===== config.mk =====
export PLATFORM = sky130hd
export DESIGN_NAME = alarm_clock_keypad_scanner
export DESIGN_NICKNAME = d
export VERILOG_FILES = /design/src/rtl/alarm_clock_keypad_scanner.sv
export SDC_FILE = /design/constraint.sdc
export NUM_CORES = 1
export LEC_CHECK = 0
export BUFFER_PORTS_ARGS = -buffer_cell sky130_fd_sc_hd__buf_2
export CORE_AREA = 8 8 65 95
export DETAILED_ROUTE_END_ITERATION = 8
export DIE_AREA = 0 0 73 103
export GPL_TIMING_DRIVEN = 1
export PLACE_DENSITY_LB_ADDON = 0.1
export SLEW_MARGIN = 20
export SYNTH_ARGS = -nofsm -noshare
export SYNTH_HDL_FRONTEND = slang
export SYNTH_SLANG_ARGS = --single-unit

===== constraint.sdc =====
create_clock -name clk -period 2.1 [get_ports clk]
set_clock_uncertainty 0.15 [all_clocks]
set_input_delay 0.21 -clock clk [delete_from_list [all_inputs] [get_ports clk]]
set_output_delay 0.21 -clock clk [all_outputs]
set_load 0.02 [all_outputs]

===== src/rtl/alarm_clock_keypad_scanner.sv =====
// Keypad front end for the alarm clock core.
// Scans a 4x3 active-low matrix keypad, synchronises and debounces the result
// and presents it to the core as key code, key_valid pulse, alarm/time
// buttons and a synchronised fast-watch level.
module alarm_clock_keypad_scanner #(
    parameter int SCAN_DIV     = 4,
    parameter int DEBOUNCE_CNT = 3
) (
    input  logic       clk,
    input  logic       reset,
    output logic [3:0] row_n,
    input  logic [2:0] col_n,
    input  logic       fast_watch_sw,
    output logic [3:0] key,
    output logic       key_valid,
    output logic       alarm_button,
    output logic       time_button,
    output logic       fast_watch
);

    localparam int DW = (SCAN_DIV > 1) ? $clog2(SCAN_DIV) : 1;
    localparam int SW = (DEBOUNCE_CNT > 1) ? $clog2(DEBOUNCE_CNT) : 1;
    localparam logic [DW-1:0] DWELL_LAST = DW'(SCAN_DIV - 1);
    localparam logic [SW-1:0] STABLE_MAX = SW'(DEBOUNCE_CNT - 1);

    // Internal key codes: 0-9 are digits, the rest are special
    localparam logic [3:0] CODE_NONE = 4'd10;
    localparam logic [3:0] CODE_STAR = 4'd11;
    localparam logic [3:0] CODE_HASH = 4'd12;
    localparam logic [3:0] CODE_MAXD = 4'd9;

    typedef enum logic [0:0] {
        ST_SCAN = 1'b0,
        ST_EVAL = 1'b1
    } state_t;

    // Map a (row, column) keypad position to its internal code
    function automatic logic [3:0] key_code(input logic [1:0] row, input logic [1:0] col);
        logic [3:0] code;
        case (row)
            2'd0:    code = 4'd1 + {2'b00, col};
            2'd1:    code = 4'd4 + {2'b00, col};
            2'd2:    code = 4'd7 + {2'b00, col};
            2'd3: begin
                case (col)
                    2'd0:    code = CODE_STAR;
                    2'd1:    code = 4'd0;
                    2'd2:    code = CODE_HASH;
                    default: code = CODE_NONE;
                endcase
            end
            default: code = CODE_NONE;
        endcase
        return code;
    endfunction

    logic          rst_meta_q, rst_sync_q;
    logic          rst_s;
    logic [2:0]    col_meta_q, col_sync_q;
    logic          fw_meta_q, fw_sync_q;

    state_t        state_q, state_d;
    logic [1:0]    row_idx_q, row_idx_d;
    logic [DW-1:0] dwell_q, dwell_d;
    logic [3:0]    row_n_q, row_n_d;
    logic [1:0]    hit_cnt_q, hit_cnt_d;
    logic [3:0]    acc_code_q, acc_code_d;
    logic [3:0]    frame_code_q, frame_code_d;
    logic [3:0]    prev_code_q, prev_code_d;
    logic [SW-1:0] stable_q, stable_d;
    logic [3:0]    accepted_q, accepted_d;
    logic          acc_new_q, acc_new_d;
    logic [3:0]    key_q, key_d;
    logic          key_valid_q, key_valid_d;
    logic          alarm_q, alarm_d;
    logic          time_q, time_d;

    logic          sample_s;
    logic [1:0]    row_hits_s;
    logic [3:0]    row_code_s;
    logic [3:0]    merged_code_s;
    logic [2:0]    hit_total_s;
    logic [1:0]    hit_sat_s;

    // Reset synchroniser: assert immediately, release on a clock edge
    always_ff @(posedge clk or posedge reset) begin
        if (reset) begin
            rst_meta_q <= 1'b1;
            rst_sync_q <= 1'b1;
        end else begin
            rst_meta_q <= 1'b0;
            rst_sync_q <= rst_meta_q;
        end
    end

    assign rst_s = rst_sync_q;

    // Two-flop synchronisers for the asynchronous column and switch inputs
    always_ff @(posedge clk or posedge rst_s) begin
        if (rst_s) begin
            col_meta_q <= 3'b111;
            col_sync_q <= 3'b111;
            fw_meta_q  <= 1'b0;
            fw_sync_q  <= 1'b0;
        end else begin
            col_meta_q <= col_n;
            col_sync_q <= col_meta_q;
            fw_meta_q  <= fast_watch_sw;
            fw_sync_q  <= fw_meta_q;
        end
    end

    assign sample_s = (dwell_q == DWELL_LAST);

    // Decode the columns seen on the current row and merge into the frame tally
    always_comb begin
        row_hits_s = 2'd0;
        row_code_s = CODE_NONE;
        for (int c = 0; c < 3; c++) begin
            if (!col_sync_q[c]) begin
                row_hits_s = row_hits_s + 2'd1;
                row_code_s = key_code(row_idx_q, 2'(c));
            end else begin
                row_hits_s = row_hits_s;
            end
        end
        hit_total_s   = {1'b0, hit_cnt_q} + {1'b0, row_hits_s};
        hit_sat_s     = (hit_total_s >= 3'd2) ? 2'd2 : hit_total_s[1:0];
        merged_code_s = (row_hits_s != 2'd0) ? row_code_s : acc_code_q;
    end

    // Row scan, frame accumulation and SCAN/EVAL debounce next-state logic
    always_comb begin
        state_d      = state_q;
        row_idx_d    = row_idx_q;
        dwell_d      = dwell_q;
        hit_cnt_d    = hit_cnt_q;
        acc_code_d   = acc_code_q;
        frame_code_d = frame_code_q;
        prev_code_d  = prev_code_q;
        stable_d     = stable_q;
        accepted_d   = accepted_q;
        acc_new_d    = 1'b0;

        // Row advance never pauses, including during EVAL
        if (sample_s) begin
            dwell_d   = '0;
            row_idx_d = row_idx_q + 2'd1;
            if (row_idx_q == 2'd3) begin
                // Only a single key over the whole frame yields a code
                frame_code_d = (hit_total_s == 3'd1) ? merged_code_s : CODE_NONE;
                hit_cnt_d    = 2'd0;
                acc_code_d   = CODE_NONE;
            end else begin
                hit_cnt_d  = hit_sat_s;
                acc_code_d = merged_code_s;
            end
        end else begin
            dwell_d = dwell_q + DW'(1);
        end
        row_n_d = ~(4'b0001 << row_idx_d);

        case (state_q)
            ST_SCAN: begin
                if (sample_s && (row_idx_q == 2'd3)) begin
                    state_d = ST_EVAL;
                end else begin
                    state_d = ST_SCAN;
                end
            end
            ST_EVAL: begin
                state_d     = ST_SCAN;
                prev_code_d = frame_code_q;
                if (frame_code_q == prev_code_q) begin
                    stable_d = (stable_q == STABLE_MAX) ? STABLE_MAX : stable_q + SW'(1);
                end else begin
                    stable_d = '0;
                end
                if ((stable_d == STABLE_MAX) && (frame_code_q != accepted_q)) begin
                    accepted_d = frame_code_q;
                    acc_new_d  = 1'b1;
                end else begin
                    accepted_d = accepted_q;
                end
            end
            default: begin
                state_d = ST_SCAN;
            end
        endcase
    end

    // Encode the accepted code into the core-facing outputs
    always_comb begin
        key_d       = CODE_NONE;
        key_valid_d = 1'b0;
        if (accepted_q <= CODE_MAXD) begin
            key_d       = accepted_q;
            key_valid_d = acc_new_q;
        end else begin
            key_d       = CODE_NONE;
            key_valid_d = 1'b0;
        end
        alarm_d = (accepted_q == CODE_STAR);
        time_d  = (accepted_q == CODE_HASH);
    end

    // State, scan and output registers
    always_ff @(posedge clk or posedge rst_s) begin
        if (rst_s) begin
            state_q      <= ST_SCAN;
            row_idx_q    <= 2'd0;
            dwell_q      <= '0;
            row_n_q      <= 4'b1110;
            hit_cnt_q    <= 2'd0;
            acc_code_q   <= CODE_NONE;
            frame_code_q <= CODE_NONE;
            prev_code_q  <= CODE_NONE;
            stable_q     <= '0;
            accepted_q   <= CODE_NONE;
            acc_new_q    <= 1'b0;
            key_q        <= CODE_NONE;
            key_valid_q  <= 1'b0;
            alarm_q      <= 1'b0;
            time_q       <= 1'b0;
        end else begin
            state_q      <= state_d;
            row_idx_q    <= row_idx_d;
            dwell_q      <= dwell_d;
            row_n_q      <= row_n_d;
            hit_cnt_q    <= hit_cnt_d;
            acc_code_q   <= acc_code_d;
            frame_code_q <= frame_code_d;
            prev_code_q  <= prev_code_d;
            stable_q     <= stable_d;
            accepted_q   <= accepted_d;
            acc_new_q    <= acc_new_d;
            key_q        <= key_d;
            key_valid_q  <= key_valid_d;
            alarm_q      <= alarm_d;
            time_q       <= time_d;
        end
    end

    assign row_n        = row_n_q;
    assign key          = key_q;
    assign key_valid    = key_valid_q;
    assign alarm_button = alarm_q;
    assign time_button  = time_q;
    assign fast_watch   = fw_sync_q;

endmodule


==> run_results.csv <==
group,metric,value,unit
timing,worst_pin_slew,527,ps
global_routing,use_met2,22.3,%
synth,seq_area_frac_synth,57.6,%
critical_path,crit_fanout,4,
placement,dpl.hpwl,2860,µm
synth,synth_cell_types,41,
timing,slew-limit-headroom,64.7,%
critical_path,critPathKind,"reg -> reg",
critical_path,worst-path-buf-inv,1,
clock_network,cts-buffers-inserted,5,
pwr,power_leakage,1.22,nW
timing,post-route-min-period,2300,ps
placement,dp.cells,264,
die,row_count,31,
global_routing,overflow,0,
critical_path,crit_chain,"inv_2, ha_4, xnor2_2, ha_2, fa_1, nor2_2, nand2_2, nor2_4, a32o_1",
synth,synth_area,0.00209,mm²
routing,antenna_left,0,
clock_network,h-tree-depth,2,
final_layout,nNetsFinal,229,
routing,wl_per_cell,13.9,µm
synth,synth_edf_count,0,
die,ios,18,
synth,synth_top_family_by_area,"simple AND/OR/NAND/NOR gates",
global_routing,met1_usage,11.2,%
timing,rsz0062_at_grt,"true",
global_routing,grt_max_degree,33,
clock_network,path_clk_slew,80,ps
synth,syn_area_per_cell,12.1,µm²
critical_path,crit_path_start_kind,"flop",
critical_path,crit_family,"adder cells",
critical_path,endpoint_kind,"flop",
timing,finalSetupViolCount,7,
global_routing,track_usage,11.9,%
synth,synth-seq-cells,47,
synth,synth_top_cell_area_share,31.2,%
critical_path,cp_slowest_stage_delay,540,ps
final_layout,layout_common_cells,"dfrtp_1, dfstp_2, buf_2",
timing,slew_violations,0,
die,initial_core_util,43.7,%
final_layout,areaGrowthSynthToFinish,23.7,%
global_routing,grt_pass1_vias,1542,
die,die_x,73,µm
synth,synth-simple-area-share,11.3,%
pwr,power.density,776,mW/mm²
final_layout,fin_cells,279,
final_layout,fin_util,54.1,%
placement,place_congestion,0.786,
clock_network,cts_sinks,47,
final_layout,num_antenna_cells,0,
synth,synth.area.top_cells,"dfrtp_1, dfstp_2, ha_1, xor2_1, mux2_4",
clock_network,clk_latency,300,ps
global_routing,grt.busiest_layer,"met2",
global_routing,grt_pass1_wl,6850,µm
routing,drt-total-wl,3880,µm
min_path,hold_path_class,"reg -> async",
routing,vias_per_cell,4.90,
global_routing,antenna_found_initial,0,
timing,fmax,434,MHz
synth,synth-adder-area-share,6.95,%
synth,synth-async-reset-ratio,100,%
critical_path,crit_arrival,2350,ps
synth,synth_xor_area_share,4.20,%
routing,drc,0,
critical_path,slowest_stage,"dfstp_2",
critical_path,required,2140,ps
routing,drtPass1Iterations,4,
placement,place_ws,-237,ps
flow_run,drv_cap,0,
placement,port_buffers,17,
global_routing,use_met3,3.21,%
synth,synth_top_area_cell,"dfrtp_1",
synth,ys_warn_count,0,
routing,dr_total_vias,1366,
die,core-area,0.00477,mm²
status,status,"finished, violations left",
clock_network,root_buffer,"clkbuf_8",
final_layout,layout_commonest_cell,"dfrtp_1",
clock_network,tritoncts,"yes",
synth,muxShareOfSynthArea,6.53,%
final_layout,drive_above_1_share,38.5,%
timing,final.setup.worst_slack,-202,ps
routing,first_iter_violations,34,
timing,finalHoldViolations,0,
synth,ys.flop_type,"dfrtp_1",
timing,min_period_over_period,110,%
status,violations,"negative setup slack",
die,die-area,0.00752,mm²
synth,synth-compound-area-share,9.41,%
die,die_h,103,µm
pwr,ir_drop,0.000363,V
synth,synth_cells,173,
synth,syn_nets,190,
clock_network,cts_max_path_buffers,2,
==> cell type report <==
type | count | area, µm²
Inverter | 13 | 48.8
Multi-Input combinational cell | 107 | 892
Clock inverter | 1 | 5.00
Fill cell | 407 | 2190
Tap cell | 66 | 82.6
Timing Repair Buffer | 38 | 275
Sequential cell | 47 | 1200
Clock buffer | 7 | 76.3
==> synthesized netlist by cell type, types with 3 or more instances <==
| cell | count |
|---|---|
| dfrtp_1 | 26 |
| dfstp_2 | 21 |
| nand2_1 | 15 |
| inv_1 | 13 |
| ha_1 | 10 |
| nor2_1 | 8 |
| xor2_1 | 8 |
| o21ai_1 | 6 |
| nor3_1 | 5 |
| a21oi_1 | 4 |
| clkbuf_1 | 4 |
| mux2_1 | 4 |
| mux2_4 | 4 |
| nand2b_1 | 4 |
| nand3_1 | 3 |
| o22ai_1 | 3 |
==> path summary, 6_finish.rpt <==
kind                                         startpoint                     endpoint  slack, ps  cells past startpoint
worst max register to register  col_sync_q[0]$_DFF_PP1_  frame_code_q[2]$_DFFE_PP0P_       -200                      9
worst min register to register          rst_s$_DFF_PP1_          fw_meta_q$_DFF_PP0_         80                      1
min in group clk                col_meta_q[0]$_DFF_PP1_      col_sync_q[0]$_DFF_PP1_        210                      0
worst min-delay path                    rst_s$_DFF_PP1_          fw_meta_q$_DFF_PP0_         80                      1
max in group asynchronous               rst_s$_DFF_PP1_      col_sync_q[0]$_DFF_PP1_       1160                      2
worst max-delay path            col_sync_q[0]$_DFF_PP1_  frame_code_q[2]$_DFFE_PP0P_       -200                      9
==> through the flow <==
stage / instance area, µm² / hold slack (ps) / power (mW) / TNS (ps)
after floorplan: 2100 / -28.5 / 1.39 / -632
after global placement: 2360 / 72.7 / 1.47 / -698
after detailed placement: 2360 / 82.9 / 1.49 / -976
after CTS: 2520 / 88.7 / 2.02 / -854
after global routing: 2580 / 122 / 2.12 / -1780
final: 2580 / 82.2 / 2.01 / -874
==> cell families after synthesis <==
group,Yosys count
buffers and inverters,19
flip-flops,47
XOR/XNOR,10
AO/OA/AOI/OAI,29
AND/OR/NAND/NOR,45
other,1
adder cells (fa/ha/maj),11
multiplexers,11
==> layer usage <==
metal	wire length (µm)	up-vias
li1	-	659
met1	1350	671
met3	161	11
met2	2240	25
met4	131	0
met5	0	-
==> sequential cells by signal, indices dropped and copies added, names as in the netlist <==
register / count
rst_s: 1
dwell_q: 2
row_n: 4
key_valid: 1
col_sync_q: 3
fw_meta_q: 1
fast_watch: 1
row_idx_q: 2
accepted_q: 4
acc_code_q: 4
acc_new_q: 1
state_q: 1
col_meta_q: 3
alarm_button: 1
key: 4
rst_meta_q: 1
time_button: 1
hit_cnt_q: 2
prev_code_q: 4
stable_q: 2
frame_code_q: 4
==> power by group <==
part	total [mW]	switching, mW	internal [mW]
registers	1.02	0.0335	0.991
clock network	0.512	0.278	0.234
logic	0.469	0.215	0.254
total	2.01	0.526	1.48
==> repair_timing <==
item                                    in CTS  in global routing
endpoints found under the hold margin        6                  0
endpoints found under the setup margin       8                 10
buffers inserted                             1                  2
hold buffers                                 5                  0
gates resized for setup                      6                 10
pin swaps                                    5                  3
Note: power is estimated with default switching activity, not from simulation.
